**config.mk**
```make
export PLATFORM = sky130hd
export DESIGN_NAME = fir_filter_n
export DESIGN_NICKNAME = d
export VERILOG_FILES = /design/src/rtl/fir_pkg.sv /design/src/rtl/fir_tap_mult.sv /design/src/rtl/fir_filter_n.sv
export SDC_FILE = /design/constraint.sdc
export NUM_CORES = 1
export LEC_CHECK = 0
export BUFFER_PORTS_ARGS = -buffer_cell sky130_fd_sc_hd__buf_4
export CORE_MARGIN = 2
export CORE_UTILIZATION = 50
export CTS_CLUSTER_SIZE = 16
export DETAILED_ROUTE_END_ITERATION = 10
export PLACE_DENSITY = 0.69
export SYNTH_ARGS = -nofsm -noshare
export SYNTH_HDL_FRONTEND = slang
export SYNTH_SLANG_ARGS = --single-unit
```
**constraint.sdc**
```tcl
create_clock -name clk -period 7.2 [get_ports clk]
set_input_delay 0.72 -clock clk [delete_from_list [all_inputs] [get_ports clk]]
set_output_delay 0.72 -clock clk [all_outputs]
set_load 0.02 [all_outputs]
```
**src/rtl/fir_pkg.sv**
```systemverilog
// Shared definitions for the N-tap FIR filter: state encoding, width helpers
// and the round/saturate step applied to the full-precision sum.
package fir_pkg;

    typedef enum logic {
        LOAD = 1'b0,
        RUN  = 1'b1
    } fir_state_t;

    // Working width of the round/saturate helper; any accumulator up to this
    // width is sign-extended into it before rounding.
    localparam int SAT_W = 64;

    typedef struct packed {
        logic             ovf;
        logic [SAT_W-1:0] value;
    } sat_result_t;

    function automatic int clog2(input int n);
        int r;
        r = 0;
        for (int i = 0; i < 31; i++) begin
            if ((1 << r) < n) r = r + 1;
        end
        return r;
    endfunction

    function automatic int word_width(input int wi, input int wf);
        return wi + wf;
    endfunction

    function automatic int prod_width(input int wl);
        return 2 * wl;
    endfunction

    // Products plus enough guard bits that summing all taps cannot wrap.
    function automatic int acc_width(input int wl, input int taps);
        return 2 * wl + clog2(taps);
    endfunction

    // Round half up by adding 2^(wf-1) and shifting right by wf, then clamp
    // into the signed wl-bit range. The result is sign-extended to SAT_W bits.
    function automatic sat_result_t round_sat(input logic signed [SAT_W-1:0] acc,
                                              input int wl, input int wf);
        logic signed [SAT_W-1:0] rnd;
        logic signed [SAT_W-1:0] max_v;
        logic signed [SAT_W-1:0] min_v;
        sat_result_t             r;
        rnd   = (acc + (64'sd1 <<< (wf - 1))) >>> wf;
        max_v = (64'sd1 <<< (wl - 1)) - 64'sd1;
        min_v = -(64'sd1 <<< (wl - 1));
        r.ovf   = 1'b0;
        r.value = rnd;
        if (rnd > max_v) begin
            r.value = max_v;
            r.ovf   = 1'b1;
        end else if (rnd < min_v) begin
            r.value = min_v;
            r.ovf   = 1'b1;
        end
        return r;
    endfunction

endpackage

```
**src/rtl/fir_tap_mult.sv**
```systemverilog
// One signed WL x WL multiplier producing the full 2*WL-bit product.
module fir_tap_mult #(
    parameter int WL = 8
) (
    input  logic signed [WL-1:0]   a,
    input  logic signed [WL-1:0]   b,
    output logic signed [2*WL-1:0] p
);

    logic signed [2*WL-1:0] a_ext;
    logic signed [2*WL-1:0] b_ext;

    // Sign-extend both operands so the product is exact in 2*WL bits.
    always_comb begin
        a_ext = {{WL{a[WL-1]}}, a};
        b_ext = {{WL{b[WL-1]}}, b};
        p     = a_ext * b_ext;
    end

endmodule

```
**src/rtl/fir_filter_n.sv**
```systemverilog
// Direct-form N-tap FIR filter with counted coefficient load, valid/ready
// sample flow, full-precision accumulation and rounded, saturated output.
module fir_filter_n
    import fir_pkg::*;
#(
    parameter int TAPS = 3,
    parameter int WI   = 2,
    parameter int WF   = 6
) (
    input  logic                 clk,
    input  logic                 reset_n,
    input  logic                 coef_wr,
    input  logic [WI+WF-1:0]     coef_in,
    input  logic                 x_valid,
    input  logic [WI+WF-1:0]     x_in,
    output logic                 x_ready,
    output logic                 y_valid,
    output logic [WI+WF-1:0]     y_out,
    output logic                 ovf,
    output logic                 coef_loaded
);

    localparam int WL = word_width(WI, WF);
    localparam int PW = prod_width(WL);
    localparam int AW = acc_width(WL, TAPS);
    localparam int CW = clog2(TAPS);

    fir_state_t            state;
    fir_state_t            next_state;
    logic [CW-1:0]         load_cnt;
    logic signed [WL-1:0]  h     [TAPS];
    logic signed [WL-1:0]  x_dly [TAPS];
    logic signed [PW-1:0]  prod  [TAPS];
    logic signed [AW-1:0]  sum;
    logic [SAT_W-1:0]      acc_ext;
    sat_result_t           sat;
    logic [WL-1:0]         y_next;
    logic                  y_clamped;
    logic                  accept;
    logic                  reload;
    logic                  pend;

    // One multiplier per tap, pairing each coefficient with its delayed sample.
    for (genvar k = 0; k < TAPS; k++) begin : g_tap
        fir_tap_mult #(.WL(WL)) u_mult (
            .a (h[k]),
            .b (x_dly[k]),
            .p (prod[k])
        );
    end

    // Next state and state-decoded flags; a write in RUN restarts the load.
    always_comb begin
        next_state  = state;
        x_ready     = 1'b0;
        coef_loaded = 1'b0;
        case (state)
            LOAD: begin
                if (coef_wr && (load_cnt == CW'(TAPS - 1))) next_state = RUN;
            end
            RUN: begin
                x_ready     = 1'b1;
                coef_loaded = 1'b1;
                if (coef_wr) next_state = LOAD;
            end
            default: next_state = LOAD;
        endcase
        accept = x_valid && x_ready && !coef_wr;
        reload = coef_wr && (state == RUN);
    end

    // State register.
    always_ff @(posedge clk or negedge reset_n) begin
        if (!reset_n) state <= LOAD;
        else          state <= next_state;
    end

    // Coefficient shift register and load counter; a reload counts as write 1.
    always_ff @(posedge clk or negedge reset_n) begin
        if (!reset_n) begin
            load_cnt <= '0;
            for (int k = 0; k < TAPS; k++) h[k] <= '0;
        end else if (coef_wr) begin
            h[0] <= coef_in;
            for (int k = 1; k < TAPS; k++) h[k] <= h[k-1];
            if (reload)                            load_cnt <= CW'(1);
            else if (load_cnt == CW'(TAPS - 1))    load_cnt <= '0;
            else                                   load_cnt <= load_cnt + CW'(1);
        end
    end

    // Sample delay line, cleared when a new coefficient set starts in RUN.
    always_ff @(posedge clk or negedge reset_n) begin
        if (!reset_n) begin
            for (int k = 0; k < TAPS; k++) x_dly[k] <= '0;
        end else if (reload) begin
            for (int k = 0; k < TAPS; k++) x_dly[k] <= '0;
        end else if (accept) begin
            x_dly[0] <= x_in;
            for (int k = 1; k < TAPS; k++) x_dly[k] <= x_dly[k-1];
        end
    end

    // Full-precision sum of products, then round and saturate to WL bits.
    // The clamp check on the upper bits guards against the saturation bounds
    // and the output width ever disagreeing.
    always_comb begin
        sum = '0;
        for (int k = 0; k < TAPS; k++) begin
            sum = sum + {{(AW-PW){prod[k][PW-1]}}, prod[k]};
        end
        acc_ext   = {{(SAT_W-AW){sum[AW-1]}}, sum};
        sat       = round_sat(acc_ext, WL, WF);
        y_next    = sat.value[WL-1:0];
        y_clamped = sat.ovf |
                    (|(sat.value[SAT_W-1:WL] ^ {(SAT_W-WL){sat.value[WL-1]}}));
    end

    // Output stage: the result for an accepted sample is registered one edge
    // after the delay line moves, using the coefficients present at that time.
    always_ff @(posedge clk or negedge reset_n) begin
        if (!reset_n) begin
            pend    <= 1'b0;
            y_valid <= 1'b0;
            y_out   <= '0;
            ovf     <= 1'b0;
        end else begin
            pend    <= accept;
            y_valid <= pend;
            if (pend) y_out <= y_next;
            if (reload)                 ovf <= 1'b0;
            else if (pend && y_clamped) ovf <= 1'b1;
        end
    end

endmodule

```
==> run metrics, run 1 <==
outcome finished clean; required time of the critical path 7460 ps; register bit count reported by yosys a little over 60; antenna viol nets, final 0; post-detailed-route DRC marker count 0; Min Clock Period, post-route 6990 ps; CTS root buf sky130_fd_sc_hd__clkbuf_16; TritonCTS clock tree built; multi-input logic area approximately 8300 um^2; placeable core region 21,600 um^2; Syn Nets approximately 1,400; number of diodes 0; overall global routing resource usage 24.7%; clock tree sinks 62; WL per Instance 18.0 um; count of final setup violators 0; post-synth cell types 62; unrepaired setup endpoints after global routing true; synth warn 0; Worst setup EP type flop; overall die area 23,000 um^2; site row count 54; Sequential cell area 1580 um^2; Hold Vio Cnt, Final 0; area of the mapped netlist 10,900 um^2; transition time of the tightest slew-check pin roughly 850 ps; number of clock buffers inserted by TritonCTS 9; startpoint types flop; post-synthesis cell count 1,069; worst hold path type in2async; Routed Wire Length about 25 mm; final RePlAce weighted congestion 0.896; number of antenna violations at the first check in global routing 0; first-pass GRT wire length 42.8 mm; Main synth FF type sky130_fd_sc_hd__dfrtp_1; Setup Slack @ Placement -113 ps; PnR worst setup slack 210 ps; total via count in the routed design about 7,400; period utilisation layout between 90% and 100%; synth-to-layout area growth 13.7%; total overflow reported by the global router 0; Die Ht 152 um; share of flip-flops with an asynchronous set or reset after synthesis 100%; Max-slew headroom 43.1%; maximum number of pins on one net before global-route repair 63; via count of the first global-routing pass 8,035; source-to-sink clock delay at the later pin of the worst-skew pair 350 ps; Die Width 152 um; count of hold-fix buffers inserted at cts 0; number of buffers between clock root and the deepest sink 2; nets 1,462; clock input transition at the sequential cells of the worst setup and hold paths 60 ps; Final HPWL DP roughly 21 mm; I/O Pins 32; First DRT Iteration DRCs between 400 and 500; arrival time at the worst endpoint 7250 ps; synthesized area per cell 10.2 um^2; sequential share of the synthesized area 14.2%; final clock skew 10.1 ps; H-tree levels 3; number of vias per cell just over 5; WS Path Type reg2reg; count of maximum capacitance violations 0; max-slew violations 0; biggest fanout along the worst timing path 6; Max Clk Rate ~140 MHz; first-pass iteration count of the detailed router 5; number of fillers in the final layout 1,842; Initial Util 50.4%; quantity of I/O buffers inserted on ports 31; fraction of final layout cells sized beyond drive strength 1 19.4%; EDFF count, synth 0
layout by cell type (no fill, tap or decap), types with 4 or more instances in the layout:
master,instances
sky130_fd_sc_hd__inv_1,270
sky130_fd_sc_hd__fa_1,236
sky130_fd_sc_hd__and2_1,95
sky130_fd_sc_hd__buf_4,92
sky130_fd_sc_hd__nand2_1,74
sky130_fd_sc_hd__ha_1,62
sky130_fd_sc_hd__dfrtp_1,37
sky130_fd_sc_hd__nor2_1,32
sky130_fd_sc_hd__mux2_2,25
sky130_fd_sc_hd__dfrtp_2,25
sky130_fd_sc_hd__a22o_1,22
sky130_fd_sc_hd__xnor2_1,15
sky130_fd_sc_hd__a21oi_1,12
sky130_fd_sc_hd__o21ai_0,10
sky130_fd_sc_hd__clkbuf_16,9
sky130_fd_sc_hd__o22a_1,7
sky130_fd_sc_hd__ha_4,6
sky130_fd_sc_hd__nand2b_1,5
sky130_fd_sc_hd__and2_2,5
sky130_fd_sc_hd__and2_4,4
sky130_fd_sc_hd__xor2_1,4
sky130_fd_sc_hd__o211ai_1,4
sky130_fd_sc_hd__fa_2,4
kinds of logic (layout without fill, tap and decap cells):
kind of cell	count (synthesis)	count (layout)	share of synthesized area [%]
AOI/OAI and AO/OA	90	90	6.29
xor gates and xnor gates	20	20	1.61
adders and majority gates	310	310	52.1
buffers and inverters	321	389	11.2
DFF	62	62	14.2
muxes	27	27	2.77
and+or+nand+nor	239	239	11.7
flip-flops by register name (all words and copies together), names as in the netlist:
| name | flops |
|---|---|
| state | 1 |
| y_valid | 1 |
| pend | 1 |
| h | 24 |
| y_out | 8 |
| ovf | 1 |
| x_dly | 24 |
| load_cnt | 2 |
metal layers:
metal	share of wire (%)	GRT usage, %
met2	51	40.2
met1	42	34.8
met5	0	0
met3	4.7	3.53
met4	2.1	7.18
synth_stat cells, types with 6 or more instances:
master | number | area share, %
sky130_fd_sc_hd__a21oi_1 | 15 | 0.69
sky130_fd_sc_hd__a22o_1 | 22 | 1.8
sky130_fd_sc_hd__and2_1 | 98 | 5.6
sky130_fd_sc_hd__and2_2 | 6 | 0.41
sky130_fd_sc_hd__clkbuf_1 | 36 | 1.2
sky130_fd_sc_hd__dfrtp_1 | 62 | 14
sky130_fd_sc_hd__fa_1 | 240 | 44
sky130_fd_sc_hd__ha_1 | 70 | 8.0
sky130_fd_sc_hd__inv_1 | 273 | 9.4
sky130_fd_sc_hd__mux2_2 | 25 | 2.6
sky130_fd_sc_hd__nand2_1 | 75 | 2.6
sky130_fd_sc_hd__nor2_1 | 33 | 1.1
sky130_fd_sc_hd__o21ai_0 | 11 | 0.51
sky130_fd_sc_hd__o22a_1 | 7 | 0.56
sky130_fd_sc_hd__xnor2_1 | 15 | 1.2
per-stage QoR:
stage               TNS [ps]  utilization [%]  area (um^2)  instances  hold WS [ps]
floorplan                  0                -        10900       1069           349
global placement           0             53.9        11700       1381           485
detailed placement      -690             53.9        11700       1381           493
CTS                        0             55.5        12000       1397           506
global route           -70.9             57.3        12400       1417           522
finish                     0             57.3        12400       1417           489
final cells by class:
| type | count | area share [%] |
|---|---|---|
| flip-flops and latches | 62 | 12.8 |
| multi-input cells | 686 | 67.1 |
| repair buffers | 98 | 6.34 |
| well taps | 280 | 2.83 |
| inverters | 275 | 8.40 |
| clock inverters | 7 | 0.778 |
| clock buffers | 9 | 1.82 |
timing repair:
action,4_1_cts,5_1_grt
pin swaps,0,20
setup buffers,0,20
setup endpoints to repair,9,9
resized for setup,6,64
critical path, cell delays in order, from the launching register on:
cell                       delay [ps]
sky130_fd_sc_hd__dfrtp_2          460
sky130_fd_sc_hd__buf_12           150
sky130_fd_sc_hd__and2_1           160
sky130_fd_sc_hd__fa_1             510
sky130_fd_sc_hd__fa_1             510
sky130_fd_sc_hd__inv_1             50
sky130_fd_sc_hd__fa_1             450
sky130_fd_sc_hd__fa_1             540
sky130_fd_sc_hd__inv_1             60
sky130_fd_sc_hd__fa_1             480
sky130_fd_sc_hd__fa_1             500
sky130_fd_sc_hd__inv_1             50
sky130_fd_sc_hd__fa_1             490
sky130_fd_sc_hd__inv_1             80
sky130_fd_sc_hd__ha_4             290
sky130_fd_sc_hd__nand4_1          180
sky130_fd_sc_hd__nor4bb_4         420
sky130_fd_sc_hd__or4b_4           200
sky130_fd_sc_hd__nand3_2           90
sky130_fd_sc_hd__nor4_4           270
sky130_fd_sc_hd__nand4b_1         220
sky130_fd_sc_hd__ha_4             230
sky130_fd_sc_hd__inv_1             60
sky130_fd_sc_hd__nor4_2            40
sky130_fd_sc_hd__o21bai_2         200
sky130_fd_sc_hd__a221oi_2         220
final timing paths:
| check | from | endpoint | slack (ps) | depth (start not counted) |
|---|---|---|---|---|
| max reg2reg | h[19] | ovf | 210 | 25 |
| min | reset_n | y_out[2] | 490 | 1 |
| max in group asynchronous | reset_n | x_dly[8] | 6100 | 1 |
| max | h[19] | ovf | 210 | 25 |
| min reg2reg | y_out[4] | y_out[4] | 500 | 1 |
| min in group clk | y_out[4] | y_out[4] | 500 | 1 |
Power of run 1 is not shown: default switching activity piles up to over one toggle a cycle in this logic, so the estimate is an artifact.
==> run 2: changes to the inputs <==
Settings changed: CORE_UTILIZATION 50 to 58, PLACE_DENSITY 0.69 to 0.78.
==> run 2 against run 1 <==
  * Fmax is 0.80% lower
  * Sequential share of layout area is 0.17 points higher
  * Count of clock-buffer cells in the layout stayed put
  * Cell area down 1.6%
  * Global-route usage is 3.1 points higher
  * Core utilization grew 8.3 points
  * Sequential cell count is the same
==> run metrics, run 2 (same netlist as run 1, synthesis figures left out) <==
worst hold path type in2async (unchanged); number of antenna violations at the first check in global routing 0 (unchanged); WS Path Type reg2reg (unchanged); first-pass GRT wire length 42.4 mm (was 42.8 mm); WL per Instance 18.8 um (was 18.0 um); final core utilization 65.6% (was 57.3%); clock tree sinks 62 (unchanged); overall global routing resource usage 27.8% (was 24.7%); clock input transition at the sequential cells of the worst setup and hold paths 60 ps (about the same); most frequent standard cell in the layout excluding fill and tap cells sky130_fd_sc_hd__inv_1 (unchanged); max-slew violations 0 (unchanged); Max-slew headroom 42.7% (was 43.1%); number of diodes 0 (unchanged); via count of the first global-routing pass 8,262 (was 8,035); quantity of I/O buffers inserted on ports 31 (unchanged); post-detailed-route DRC marker count 0 (unchanged); number of buffers between clock root and the deepest sink 2 (unchanged); antenna viol nets, final 0 (unchanged); Final HPWL DP 20.7 mm (was 21.0 mm); fraction of final layout cells sized beyond drive strength 1 18.9% (was 19.4%); count of maximum capacitance violations 0 (unchanged); Setup Slack @ Placement -98.6 ps (was -113 ps); total via count in the routed design 7,552 (was 7,354); outcome finished clean (unchanged); source-to-sink clock delay at the later pin of the worst-skew pair 350 ps (about the same); Routed Wire Length 25.6 mm (was 25.4 mm); TritonCTS clock tree built (unchanged); biggest fanout along the worst timing path 7 (was 6); count of final setup violators 0 (unchanged); maximum number of pins on one net before global-route repair 63 (unchanged); H-tree levels 3 (unchanged); most used cell, CP sky130_fd_sc_hd__fa_1 (unchanged); slowest library cell on the worst path sky130_fd_sc_hd__fa_1 (unchanged); unrepaired setup endpoints after global routing true (unchanged); startpoint types flop (unchanged); site row count 50 (was 54); total overflow reported by the global router 0 (unchanged); number of clock buffers inserted by TritonCTS 9 (unchanged); Die Ht 141 um (was 152 um); Die Width 141 um (was 152 um); Max Clk Rate 142 MHz (was 143 MHz); Initial Util 58.6% (was 50.4%); final RePlAce weighted congestion 0.879 (was 0.896); final clock skew 6.77 ps (was 10.1 ps); period utilisation layout 97.9% (was 97.1%); worst path buffer plus inverter count 6 (unchanged); CTS root buf sky130_fd_sc_hd__clkbuf_16 (unchanged); first-pass iteration count of the detailed router 4 (was 5); Hold Vio Cnt, Final 0 (unchanged); Min Clock Period, post-route 7050 ps (was 6990 ps); required time of the critical path 7410 ps (was 7460 ps); First DRT Iteration DRCs 443 (was 446); number of vias per cell 5.53 (was 5.19); I/O Pins 32 (unchanged); transition time of the tightest slew-check pin 860 ps (was 854 ps); highest-count cells in the layout ignoring fill and taps sky130_fd_sc_hd__inv_1 (265), sky130_fd_sc_hd__fa_1 (237), sky130_fd_sc_hd__and2_1 (94) (was sky130_fd_sc_hd__inv_1 (270), sky130_fd_sc_hd__fa_1 (236), sky130_fd_sc_hd__and2_1 (95)); arrival time at the worst endpoint 7260 ps (was 7250 ps); Worst setup EP type flop (unchanged); nets 1,456 (was 1,462); biggest registers after layout h x24, x_dly x24, y_out x8 (unchanged); synth-to-layout area growth 11.9% (was 13.7%); PnR worst setup slack 154 ps (was 210 ps); Fin Setup TNS 0 ps (unchanged); placeable core region 18,600 um^2 (was 21,600 um^2); Worst path max stage delay 630 ps (was 540 ps); overall die area 19,900 um^2 (was 23,000 um^2); CP top delay family adder cells (unchanged)
run 2: worst register-to-register path: stages (launching register included):
cell	delay, ps
sky130_fd_sc_hd__dfrtp_2	440
sky130_fd_sc_hd__buf_6	140
sky130_fd_sc_hd__and2_4	170
sky130_fd_sc_hd__buf_4	160
sky130_fd_sc_hd__fa_1	530
sky130_fd_sc_hd__fa_1	450
sky130_fd_sc_hd__fa_1	630
sky130_fd_sc_hd__fa_1	450
sky130_fd_sc_hd__fa_1	460
sky130_fd_sc_hd__fa_1	490
sky130_fd_sc_hd__inv_1	50
sky130_fd_sc_hd__fa_1	510
sky130_fd_sc_hd__inv_1	60
sky130_fd_sc_hd__ha_1	290
sky130_fd_sc_hd__nand4_1	210
sky130_fd_sc_hd__nor4bb_4	430
sky130_fd_sc_hd__buf_4	200
sky130_fd_sc_hd__nor3_2	60
sky130_fd_sc_hd__o21ai_1	170
sky130_fd_sc_hd__xnor2_1	140
sky130_fd_sc_hd__nand4b_1	210
sky130_fd_sc_hd__ha_4	170
sky130_fd_sc_hd__inv_2	30
sky130_fd_sc_hd__nor4_2	260
sky130_fd_sc_hd__o21bai_4	160
sky130_fd_sc_hd__a221oi_2	60
run 2: worst paths after layout:
kind,cells after the start,from,end,slack [ps]
max reg2reg,25,h[15],ovf,150
min reg2reg,1,y_out[2],y_out[2],500
max,25,h[15],ovf,150
max in group asynchronous,1,reset_n,h[5],6090
min,1,reset_n,y_out[3],470
min in group clk,1,y_out[2],y_out[2],500
run 2: repair_timing:
action	CTS	global route
pin swaps	0	22
resized for setup	4	69
setup buffers	0	25
hold buffers	0	0
setup endpoints to repair	9	9
gates cloned	0	0
run 2: metal layers:
layer  up-vias  wire, um  track usage [%]  share of wire, %
li1       3305         -                -                 -
met1      3878     10100             37.1                39
met2       298     12700             44.7                49
met3        71      2030             6.90               7.9
met4         0       848             10.6               3.3
met5         -         0                0                 0
run 2: layout make-up:
type | instances | area (um^2)
Clock inverter | 7 | 50.0
Sequential cell | 62 | 1580
Fill cell | 1405 | 6400
Timing Repair Buffer | 92 | 698
Multi-Input combinational cell | 686 | 8300
Tap cell | 234 | 293
Inverter | 275 | 1040
Clock buffer | 9 | 225
run 2: through the flow:
stage	instance area (um^2)	hold slack [ps]	std cells
3_3_place_gp	11500	486	1325
4_1_cts	11800	506	1341
6_report	12200	468	1365
3_5_place_dp	11500	492	1325
5_1_grt	12200	508	1365
2_1_floorplan	10900	349	1069
Power of run 2 is left out for the same reason.
